--- config.mk ---
export PLATFORM = sky130hd
export DESIGN_NAME = spi_slave_driver
export DESIGN_NICKNAME = d
export VERILOG_FILES = /design/src/rtl/spi_slave_driver.sv
export SDC_FILE = /design/constraint.sdc
export NUM_CORES = 1
export LEC_CHECK = 0
export BUFFER_PORTS_ARGS = -buffer_cell sky130_fd_sc_hd__buf_2
export CAP_MARGIN = 10
export CORE_UTILIZATION = 40
export CTS_CLUSTER_DIAMETER = 30
export DETAILED_ROUTE_END_ITERATION = 8
export PLACE_DENSITY = 0.66
export SYNTH_ARGS = -nofsm -noshare
export SYNTH_HDL_FRONTEND = slang
export SYNTH_SLANG_ARGS = --single-unit
--- constraint.sdc ---
create_clock -name i_clk -period 3.6 [get_ports i_clk]
set_input_delay 0.18 -clock i_clk [delete_from_list [all_inputs] [get_ports i_clk]]
set_output_delay 0.18 -clock i_clk [all_outputs]
set_load 0.005 [all_outputs]
--- src/rtl/spi_slave_driver.sv ---
// -----------------------------------------------------------------------------
// spi_slave_driver
//
// SPI slave endpoint on the system clock. SCLK, CS and MOSI are oversampled
// through 2-flop synchronizers, with a third flop on SCLK and CS for edge
// detection. Supports all four CPOL/CPHL modes, MSB first, active-low CS.
// Received words are presented to the user as a one-cycle valid pulse.
// Transmit words come in through a one-entry valid/ready holding buffer.
// If that buffer is empty when a word load occurs, zeros are sent (underrun).
//
// State table:
//   ST_IDLE   | CS deasserted; SCLK ignored, MISO output disabled
//   ST_ACTIVE | CS asserted; shifting RX/TX words, MISO output enabled
//
// Ports:
//   i_clk              system clock
//   i_rst              asynchronous active-high reset
//   i_spi_clk          SCLK from the master (asynchronous)
//   i_spi_cs           chip select, active low (asynchronous)
//   i_spi_mosi         MOSI (asynchronous)
//   o_spi_miso         MISO data (MSB of the TX shift register, registered)
//   o_spi_miso_oe      MISO output enable for the top-level tristate
//   i_user_write_data  next word to transmit
//   i_user_write_valid write request
//   o_user_write_ready holding buffer is empty
//   o_user_read_data   last received word
//   o_user_read_valid  one-cycle pulse, o_user_read_data is new
// -----------------------------------------------------------------------------
module spi_slave_driver #(
    parameter int P_DATA_WIDTH = 8,
    parameter bit P_CPOL       = 1'b0,
    parameter bit P_CPHL       = 1'b0
) (
    input  logic                    i_clk,
    input  logic                    i_rst,
    input  logic                    i_spi_clk,
    input  logic                    i_spi_cs,
    input  logic                    i_spi_mosi,
    output logic                    o_spi_miso,
    output logic                    o_spi_miso_oe,
    input  logic [P_DATA_WIDTH-1:0] i_user_write_data,
    input  logic                    i_user_write_valid,
    output logic                    o_user_write_ready,
    output logic [P_DATA_WIDTH-1:0] o_user_read_data,
    output logic                    o_user_read_valid
);

    localparam int CW = (P_DATA_WIDTH > 2) ? $clog2(P_DATA_WIDTH) : 1;
    localparam logic [CW-1:0] CNT_LAST = CW'(P_DATA_WIDTH - 1);

    typedef enum logic [0:0] {
        ST_IDLE   = 1'b0,
        ST_ACTIVE = 1'b1
    } state_t;

    // Synchronizer chains: [0] first flop, [1] synchronized, [2] previous.
    logic [2:0] sclk_q;
    logic [2:0] cs_q;
    logic [1:0] mosi_q;

    state_t                  state_q, state_d;
    logic [CW-1:0]           cnt_q, cnt_d;
    logic [P_DATA_WIDTH-1:0] rx_q, rx_d;
    logic [P_DATA_WIDTH-1:0] tx_q, tx_d;
    logic [P_DATA_WIDTH-1:0] buf_data_q, buf_data_d;
    logic                    wr_ready_q, wr_ready_d;
    logic [P_DATA_WIDTH-1:0] rd_data_q, rd_data_d;
    logic                    rd_valid_q, rd_valid_d;
    logic                    miso_q, miso_d;
    logic                    oe_q, oe_d;

    logic sclk_rise, sclk_fall;
    logic lead_edge, trail_edge;
    logic sample_edge, shift_edge;
    logic cs_fall, cs_rise;
    logic mosi_s;
    logic wr_accept;
    logic load;

    assign sclk_rise   = sclk_q[1] & ~sclk_q[2];
    assign sclk_fall   = ~sclk_q[1] & sclk_q[2];
    assign lead_edge   = P_CPOL ? sclk_fall : sclk_rise;
    assign trail_edge  = P_CPOL ? sclk_rise : sclk_fall;
    assign sample_edge = P_CPHL ? trail_edge : lead_edge;
    assign shift_edge  = P_CPHL ? lead_edge : trail_edge;
    assign cs_fall     = ~cs_q[1] & cs_q[2];
    assign cs_rise     = cs_q[1] & ~cs_q[2];
    assign mosi_s      = mosi_q[1];

    // Writes are only taken while the buffer is empty, so an accept can never
    // collide with a load that consumes the buffer in the same cycle.
    assign wr_accept   = i_user_write_valid & wr_ready_q;

    always_comb begin
        state_d    = state_q;
        cnt_d      = cnt_q;
        rx_d       = rx_q;
        tx_d       = tx_q;
        buf_data_d = buf_data_q;
        wr_ready_d = wr_ready_q;
        rd_data_d  = rd_data_q;
        rd_valid_d = 1'b0;
        load       = 1'b0;
        // Pin-facing outputs lag the internal state by one register stage.
        miso_d     = tx_q[P_DATA_WIDTH-1];
        oe_d       = (state_q == ST_ACTIVE);

        case (state_q)
            ST_IDLE: begin
                if (cs_fall) begin
                    state_d = ST_ACTIVE;
                    cnt_d   = '0;
                    rx_d    = '0;
                    // With sample-first timing the first bit must be on MISO
                    // before the first SCLK edge.
                    load    = ~P_CPHL;
                end
            end
            ST_ACTIVE: begin
                if (cs_rise) begin
                    // Abort: any partial word is dropped, buffer is kept.
                    state_d = ST_IDLE;
                    cnt_d   = '0;
                    rx_d    = '0;
                    tx_d    = '0;
                end else begin
                    if (sample_edge) begin
                        rx_d = {rx_q[P_DATA_WIDTH-2:0], mosi_s};
                        if (cnt_q == CNT_LAST) begin
                            cnt_d      = '0;
                            rd_data_d  = {rx_q[P_DATA_WIDTH-2:0], mosi_s};
                            rd_valid_d = 1'b1;
                        end else begin
                            cnt_d = cnt_q + 1'b1;
                        end
                    end
                    // Counter at zero on a shift edge marks a word boundary:
                    // the end of the previous word (CPHL=0) or the first
                    // edge of the next word (CPHL=1).
                    if (shift_edge) begin
                        if (cnt_q == '0) begin
                            load = 1'b1;
                        end else begin
                            tx_d = {tx_q[P_DATA_WIDTH-2:0], 1'b0};
                        end
                    end
                end
            end
            default: begin
                state_d = ST_IDLE;
            end
        endcase

        if (load) begin
            tx_d       = wr_ready_q ? '0 : buf_data_q;
            wr_ready_d = 1'b1;
        end

        if (wr_accept) begin
            buf_data_d = i_user_write_data;
            wr_ready_d = 1'b0;
        end
    end

    always_ff @(posedge i_clk or posedge i_rst) begin
        if (i_rst) begin
            sclk_q     <= {3{P_CPOL}};
            cs_q       <= 3'b111;
            mosi_q     <= 2'b00;
            state_q    <= ST_IDLE;
            cnt_q      <= '0;
            rx_q       <= '0;
            tx_q       <= '0;
            buf_data_q <= '0;
            wr_ready_q <= 1'b1;
            rd_data_q  <= '0;
            rd_valid_q <= 1'b0;
            miso_q     <= 1'b0;
            oe_q       <= 1'b0;
        end else begin
            sclk_q     <= {sclk_q[1:0], i_spi_clk};
            cs_q       <= {cs_q[1:0], i_spi_cs};
            mosi_q     <= {mosi_q[0], i_spi_mosi};
            state_q    <= state_d;
            cnt_q      <= cnt_d;
            rx_q       <= rx_d;
            tx_q       <= tx_d;
            buf_data_q <= buf_data_d;
            wr_ready_q <= wr_ready_d;
            rd_data_q  <= rd_data_d;
            rd_valid_q <= rd_valid_d;
            miso_q     <= miso_d;
            oe_q       <= oe_d;
        end
    end

    assign o_spi_miso         = miso_q;
    assign o_spi_miso_oe      = oe_q;
    assign o_user_write_ready = wr_ready_q;
    assign o_user_read_data   = rd_data_q;
    assign o_user_read_valid  = rd_valid_q;

endmodule

# Yosys cells after proc, flatten, opt, wreduce, memory -nomap -nowiden
# Cells that the tools add are included.
# op_classes
addsub	1
n_eq_ne	4
n_mux	28
n_bitwise	11
reduce_logical	7
# op_table
cell	n
$mux W8	6
$mux W7	3
$pmux W7 S2	1
$mux W3	4
$mux W1	11
$not A1 Y1	6
$pmux W3 S2	1
$and A1 B1 Y1	5
$pmux W1 S2	2
$reduce_and A4 Y1	1
$reduce_bool A2 Y1	2
$add A3 B1 Y3 const B	1
$eq A3 B3 Y1 const B	1
$logic_not A3 Y1	1
$ne A3 B1 Y1 const B	1
$ne A3 B3 Y1 const B	1
$reduce_and A3 Y1	1
$reduce_bool A3 Y1	1
$ne A2 B2 Y1 const B	1
$reduce_and A2 Y1	1
# totals
ff_bits	47
input_bits	14
out_inout_bits	12
elab_cells	64

# Depth between registers and ports, before layout
# logic_depth
ltp_word	7
depth_mapped	7
ltp_nobuf	6

# Least setup slack after synthesis
# Ideal clock, no wire load.
# synth_path
path_kind	reg-to-reg
start	reg cnt_q[0]
end	reg tx_q[1]
setup_ps	79
arrival_time_ps	1439
required_ps	3521
slack_ps	2082
stages_incl_launch_ff	8
path_buffers	1
period_less_slack_ps	1518
cell_sequence	dfrtp_1 -> inv_1 -> ha_1 -> nand4bb_4 -> a211oi_4 -> buf_6 -> a32oi_1 -> a2bb2oi_1
# synth_between
elab_chain_len	7
elab_cells_between_ends	10
cone_classes	1 x eq/ne; 5 x mux; 4 x reduce/logical
# synth_rtl
item	line	text
from (decl)	62	logic [CW-1:0] cnt_q, cnt_d;
from (signal assigned)	185	cnt_q <= cnt_d;
$logic_not A3 Y1 *	141	if (cnt_q == '0) begin
$mux W1	141	
$mux W1	140	if (shift_edge) begin
$mux W1	120	if (cs_rise) begin
$pmux W1 S2	108	case (state_q)
$ne A3 B3 Y1 (no source line), or another cell as far along	--	
$reduce_and A3 Y1 (no source line)	--	
to (signal assigned)	187	tx_q <= tx_d;
to (decl)	64	logic [P_DATA_WIDTH-1:0] tx_q, tx_d;
# Mark *: on every way between the ends. The rest lies on a longest branch, timed or not.
# A chain may end at the register's enable or synchronous reset.

# Worst setup path in the final report
# layout_path
start	reg state_q, in the netlist oe_d
end	reg tx_q[5]
# layout_between
elab_chain_len	4
elab_cells_between_ends	7
cone_classes	1 x eq/ne; 2 x mux; 1 x bitwise; 3 x reduce/logical
# layout_rtl
item	line	text
from (decl)	61	state_t state_q, state_d;
from (signal assigned)	184	state_q <= state_d;
$not A1 Y1	--	
$pmux W1 S2	108	
$ne A3 B3 Y1 (no source line), or another cell as far along	--	
$reduce_and A3 Y1 (no source line)	--	
# Parallel ways exist; a longest one is shown, timed or not.

==> report_table.html <==
<table>
<tr><th>Metric</th><th>Value</th></tr>
<tr><th colspan="2">Logic synthesis</th></tr>
<tr><td>Dominant cell type by area after synthesis</td><td>dfrtp_1</td></tr>
<tr><td>Multiplexer fraction of the synthesized cell area</td><td>9.46%</td></tr>
<tr><td>Fraction of the yosys area taken by sequential cells</td><td>58.7%</td></tr>
<tr><td>Yosys Warn Count</td><td>0</td></tr>
<tr><td>Post-synthesis instance area</td><td>between 2000 and 2500 um^2</td></tr>
<tr><td>Most common flop cell mapped by yosys</td><td>dfrtp_1</td></tr>
<tr><td>Simple-gate share of the synthesized area</td><td>15.3%</td></tr>
<tr><td>Most instantiated library cell after synthesis</td><td>dfrtp_1</td></tr>
<tr><td>Synthesized-area fraction occupied by xor and xnor cells</td><td>0%</td></tr>
<tr><td>Area fraction of the dominant cell type after synthesis</td><td>53.5%</td></tr>
<tr><td>Synthesized net count</td><td>167</td></tr>
<tr><td>Ranking of synthesized cells by area</td><td>dfrtp_1 (54%), dfstp_2 (5.2%), mux2_1 (4.5%)</td></tr>
<tr><td>Area fraction in compound gates after synthesis</td><td>11.0%</td></tr>
<tr><td>Combinational family with the most area after synthesis</td><td>simple AND/OR/NAND/NOR gates</td></tr>
<tr><td>Mapped Cells</td><td>150</td></tr>
<tr><td>Synth Area in Adders</td><td>approximately 1.9%</td></tr>
<tr><td>Synth async-reset ratio</td><td>100%</td></tr>
<tr><td>Number of enable flip-flop cells after synthesis</td><td>0</td></tr>
<tr><td>Synthesized area per cell</td><td>13.4 um^2</td></tr>
<tr><td>Number of register bits inferred by synthesis</td><td>47</td></tr>
<tr><td>Yosys cell types</td><td>33</td></tr>
<tr><td>Commonest cells in the synthesized netlist</td><td>dfrtp_1 (43), nand2_1 (11), nand3_1 (10)</td></tr>
<tr><th colspan="2">Placed design</th></tr>
<tr><td>Last weighted congestion value of the routability-driven placer</td><td>0.811</td></tr>
<tr><td>Port Buffers</td><td>25</td></tr>
<tr><td>Placed Cells</td><td>approximately 240</td></tr>
<tr><td>Post-detail-place hpwl</td><td>2440 um</td></tr>
<tr><th colspan="2">Die</th></tr>
<tr><td>Die height</td><td>72.9 um</td></tr>
<tr><td>Effective utilization at floorplan</td><td>42.0%</td></tr>
<tr><td>Standard-cell rows</td><td>25</td></tr>
<tr><td>Area of the die</td><td>5310 um^2</td></tr>
<tr><td>Placeable core region</td><td>around 4800 um^2</td></tr>
<tr><td>Horizontal die dimension</td><td>~73 um</td></tr>
<tr><td>I/O pin count</td><td>26</td></tr>
<tr><th colspan="2">Setup path</th></tr>
<tr><td>Max stage delay on crit path</td><td>~0.81 ns</td></tr>
<tr><td>Required time of the worst setup path</td><td>3.77 ns</td></tr>
<tr><td>Arrival time at the worst endpoint</td><td>about 2.2 ns</td></tr>
<tr><td>Critical path class</td><td>reg -&gt; reg</td></tr>
<tr><td>Category of cells accounting for the largest share of critical-path delay</td><td>simple AND/OR/NAND/NOR gates</td></tr>
<tr><td>Crit path max-delay cell type</td><td>dfrtp_1</td></tr>
<tr><td>Critical path launch point type</td><td>flip-flop</td></tr>
<tr><td>Worst-path maximum fanout</td><td>19</td></tr>
<tr><td>Worst Setup End Kind</td><td>flip-flop</td></tr>
<tr><td>Count of buffering cells on the critical path with inverters included</td><td>0</td></tr>
<tr><td>Critical path, cell by cell</td><td>or3b_1 &gt; nand2_2 &gt; a2bb2oi_2</td></tr>
<tr><th colspan="2">Status</th></tr>
<tr><td>Outcome</td><td>completed</td></tr>
<tr><th colspan="2">STA</th></tr>
<tr><td>Achievable frequency</td><td>approximately 490 MHz</td></tr>
<tr><td>Final critical-path required period</td><td>2.03 ns</td></tr>
<tr><td>Final period utilization</td><td>56.5%</td></tr>
<tr><td>Setup violation total in the final timing report</td><td>0</td></tr>
<tr><td>Count of endpoints failing hold in the final timing report</td><td>0</td></tr>
<tr><td>Slew of the pin with the lowest slew margin</td><td>~1 ns</td></tr>
<tr><td>Summed negative setup slack over all endpoints</td><td>0 ns</td></tr>
<tr><td>Final hold slack</td><td>0.0132 ns</td></tr>
<tr><td>Max Transition Viols Final</td><td>0</td></tr>
<tr><td>Worst-case clock skew</td><td>0.00901 ns</td></tr>
<tr><td>Setup repair after global routing missed its margin</td><td>false</td></tr>
<tr><td>Slew Limit Headroom</td><td>35.0%</td></tr>
<tr><th colspan="2">Route</th></tr>
<tr><td>Vias per cell</td><td>roughly 5.2</td></tr>
<tr><td>Detailed-routing iteration count for the pre-antenna-repair pass</td><td>4</td></tr>
<tr><td>DRT Wirelength</td><td>about 3500 um</td></tr>
<tr><td>Routed Antenna Nets</td><td>0</td></tr>
<tr><td>Post-route DRC violation count</td><td>0</td></tr>
<tr><td>Total via count after detailed routing</td><td>1291</td></tr>
<tr><td>Initial detailed-routing violation count</td><td>82</td></tr>
<tr><td>Detail-routed net length per standard cell</td><td>14.1 um</td></tr>
<tr><th colspan="2">Power and ir drop</th></tr>
<tr><td>Peak VDD IR</td><td>364 uV</td></tr>
<tr><td>PwrDens</td><td>approximately 550 nW/um^2</td></tr>
<tr><td>Leakage</td><td>0.00110 uW</td></tr>
<tr><th colspan="2">Global route</th></tr>
<tr><td>Leftover overflow at the end of global routing</td><td>0</td></tr>
<tr><td>Wire length of the first global-routing pass</td><td>5880 um</td></tr>
<tr><td>Maximum number of pins on one net before global-route repair</td><td>48</td></tr>
<tr><td>Initial antenna violation count</td><td>0</td></tr>
<tr><td>Total routing resource utilization after global routing</td><td>between 10% and 20%</td></tr>
<tr><td>Via count of the first global-routing pass</td><td>1265</td></tr>
<tr><th colspan="2">CTS</th></tr>
<tr><td>CTS max path bufs</td><td>2</td></tr>
<tr><td>Resized cells post-CTS</td><td>0</td></tr>
<tr><td>Post-CTS clock slew at the launch and capture registers of the worst setup and hold paths</td><td>0.08 ns</td></tr>
<tr><td>Clock root cell</td><td>clkbuf_8</td></tr>
<tr><td>Post-CTS repair timing setup buffer count</td><td>0</td></tr>
<tr><td>Clock Latency Late Sink</td><td>0.30 ns</td></tr>
<tr><td>Clock buffer count from CTS</td><td>5</td></tr>
<tr><td>Clock Sink Count</td><td>47</td></tr>
<tr><td>TritonCTS clock tree</td><td>done</td></tr>
<tr><td>Maximum level of the CTS H-tree</td><td>2</td></tr>
<tr><th colspan="2">Finish</th></tr>
<tr><td>Final standard cell count with taps included and fillers excluded</td><td>between 200 and 250</td></tr>
<tr><td>Signed area change from the synthesized netlist to the final layout</td><td>15.6%</td></tr>
<tr><td>Share of layout cells above drive strength 1</td><td>between 30% and 40%</td></tr>
<tr><td>Antenna cell count</td><td>0</td></tr>
<tr><td>Final nets</td><td>between 150 and 200</td></tr>
<tr><th colspan="2">Hold path</th></tr>
<tr><td>Type of the most critical hold path</td><td>in -&gt; async</td></tr>
<tr><th colspan="2">Job</th></tr>
<tr><td>Max Cap Violations</td><td>0</td></tr>
</table>
## cell families after synthesis
| logic type | after synthesis |
|---|---|
| DFF | 47 |
| AOI/OAI and AO/OA | 21 |
| muxes | 17 |
| buffers and inverters | 14 |
| adders and majority gates | 3 |
| and+or+nand+nor | 48 |
## stage by stage
| stage | total power [uW] | instance area [um^2] | util (%) | setup slack (ns) |
|---|---|---|---|---|
| 4_1_cts | 1300 | 2320 | 48.6 | 1.58 |
| 2_1_floorplan | 845 | 2010 | - | 2.08 |
| 3_5_place_dp | 899 | 2180 | 45.5 | 1.60 |
| 6_report | 1280 | 2320 | 48.6 | 1.57 |
| 3_3_place_gp | 882 | 2180 | 45.5 | 1.68 |
| 5_1_grt | 1350 | 2320 | 48.6 | 1.47 |
## placed cells by master (no fill, tap or decap), drive strengths merged, types with 2 or more instances in the layout
cell	instances
dfrtp	43
buf	26
mux2	16
nand2	12
nand3	10
nand4	9
nand3b	7
a32oi	7
a2bb2oi	7
clkbuf	6
o21ai	5
dfstp	4
inv	4
nor2b	3
ha	3
dlygate4sd3	3
clkinv	3
nand4b	2
nor2	2
## power by group
part	total [uW]	switching (uW)	internal, uW
sequential	681	62.6	619
combinational	207	94.6	112
clock	392	168	225
## worst register-to-register path: stages, from the launching register on
cell	delay, ns
dfrtp_1	0.81
or3b_1	0.62
nand2_2	0.29
a2bb2oi_2	0.20
## final cells by class
| class | instances | area, um^2 |
|---|---|---|
| flip-flops and latches | 47 | 1180 |
| repair buffers | 29 | 163 |
| clock inverters | 2 | 35.0 |
| fillers | 445 | 2460 |
| well taps | 67 | 83.8 |
| multi-input cells | 89 | 757 |
| inverters | 6 | 22.5 |
| clock buffers | 6 | 82.6 |
## final timing paths
kind	from	endpoint	slack [ns]	cells past startpoint
setup / recovery	oe_d	tx_q[5]	1.57	3
hold / removal	i_rst	mosi_q[0]	0.01	3
setup reg to reg	oe_d	tx_q[5]	1.57	3
hold reg to reg	sclk_q[0]	sclk_q[1]	0.35	0
max in group asynchronous	i_rst	tx_q[6]	3.20	3
min in group i_clk	i_user_write_valid	o_user_write_ready	0.02	2
## state kept, by name, summed over array words and instances (netlist names)
| name | cells |
|---|---|
| buf_data_q | 8 |
| cnt_q | 3 |
| cs_q | 3 |
| mosi_q | 2 |
| o_spi_miso | 1 |
| o_spi_miso_oe | 1 |
| o_user_read_data | 8 |
| o_user_read_valid | 1 |
| o_user_write_ready | 1 |
| oe_d | 1 |
| rx_q | 7 |
| sclk_q | 3 |
| tx_q | 8 |
## layer usage
metal,track usage [%],vias up,share of wire [%]
met1,17.7,650,43
met4,7.19,0,2.2
met2,24.8,30,51
met5,0,-,0
li1,-,604,-
met3,4.28,7,3.8
## what timing repair did
action | CTS | global route
hold buffers | 3 | 0
endpoints found under the hold margin | 3 | 0
setup endpoints to repair | 0 | 0
No activity file was read; power rests on OpenSTA's default activity.
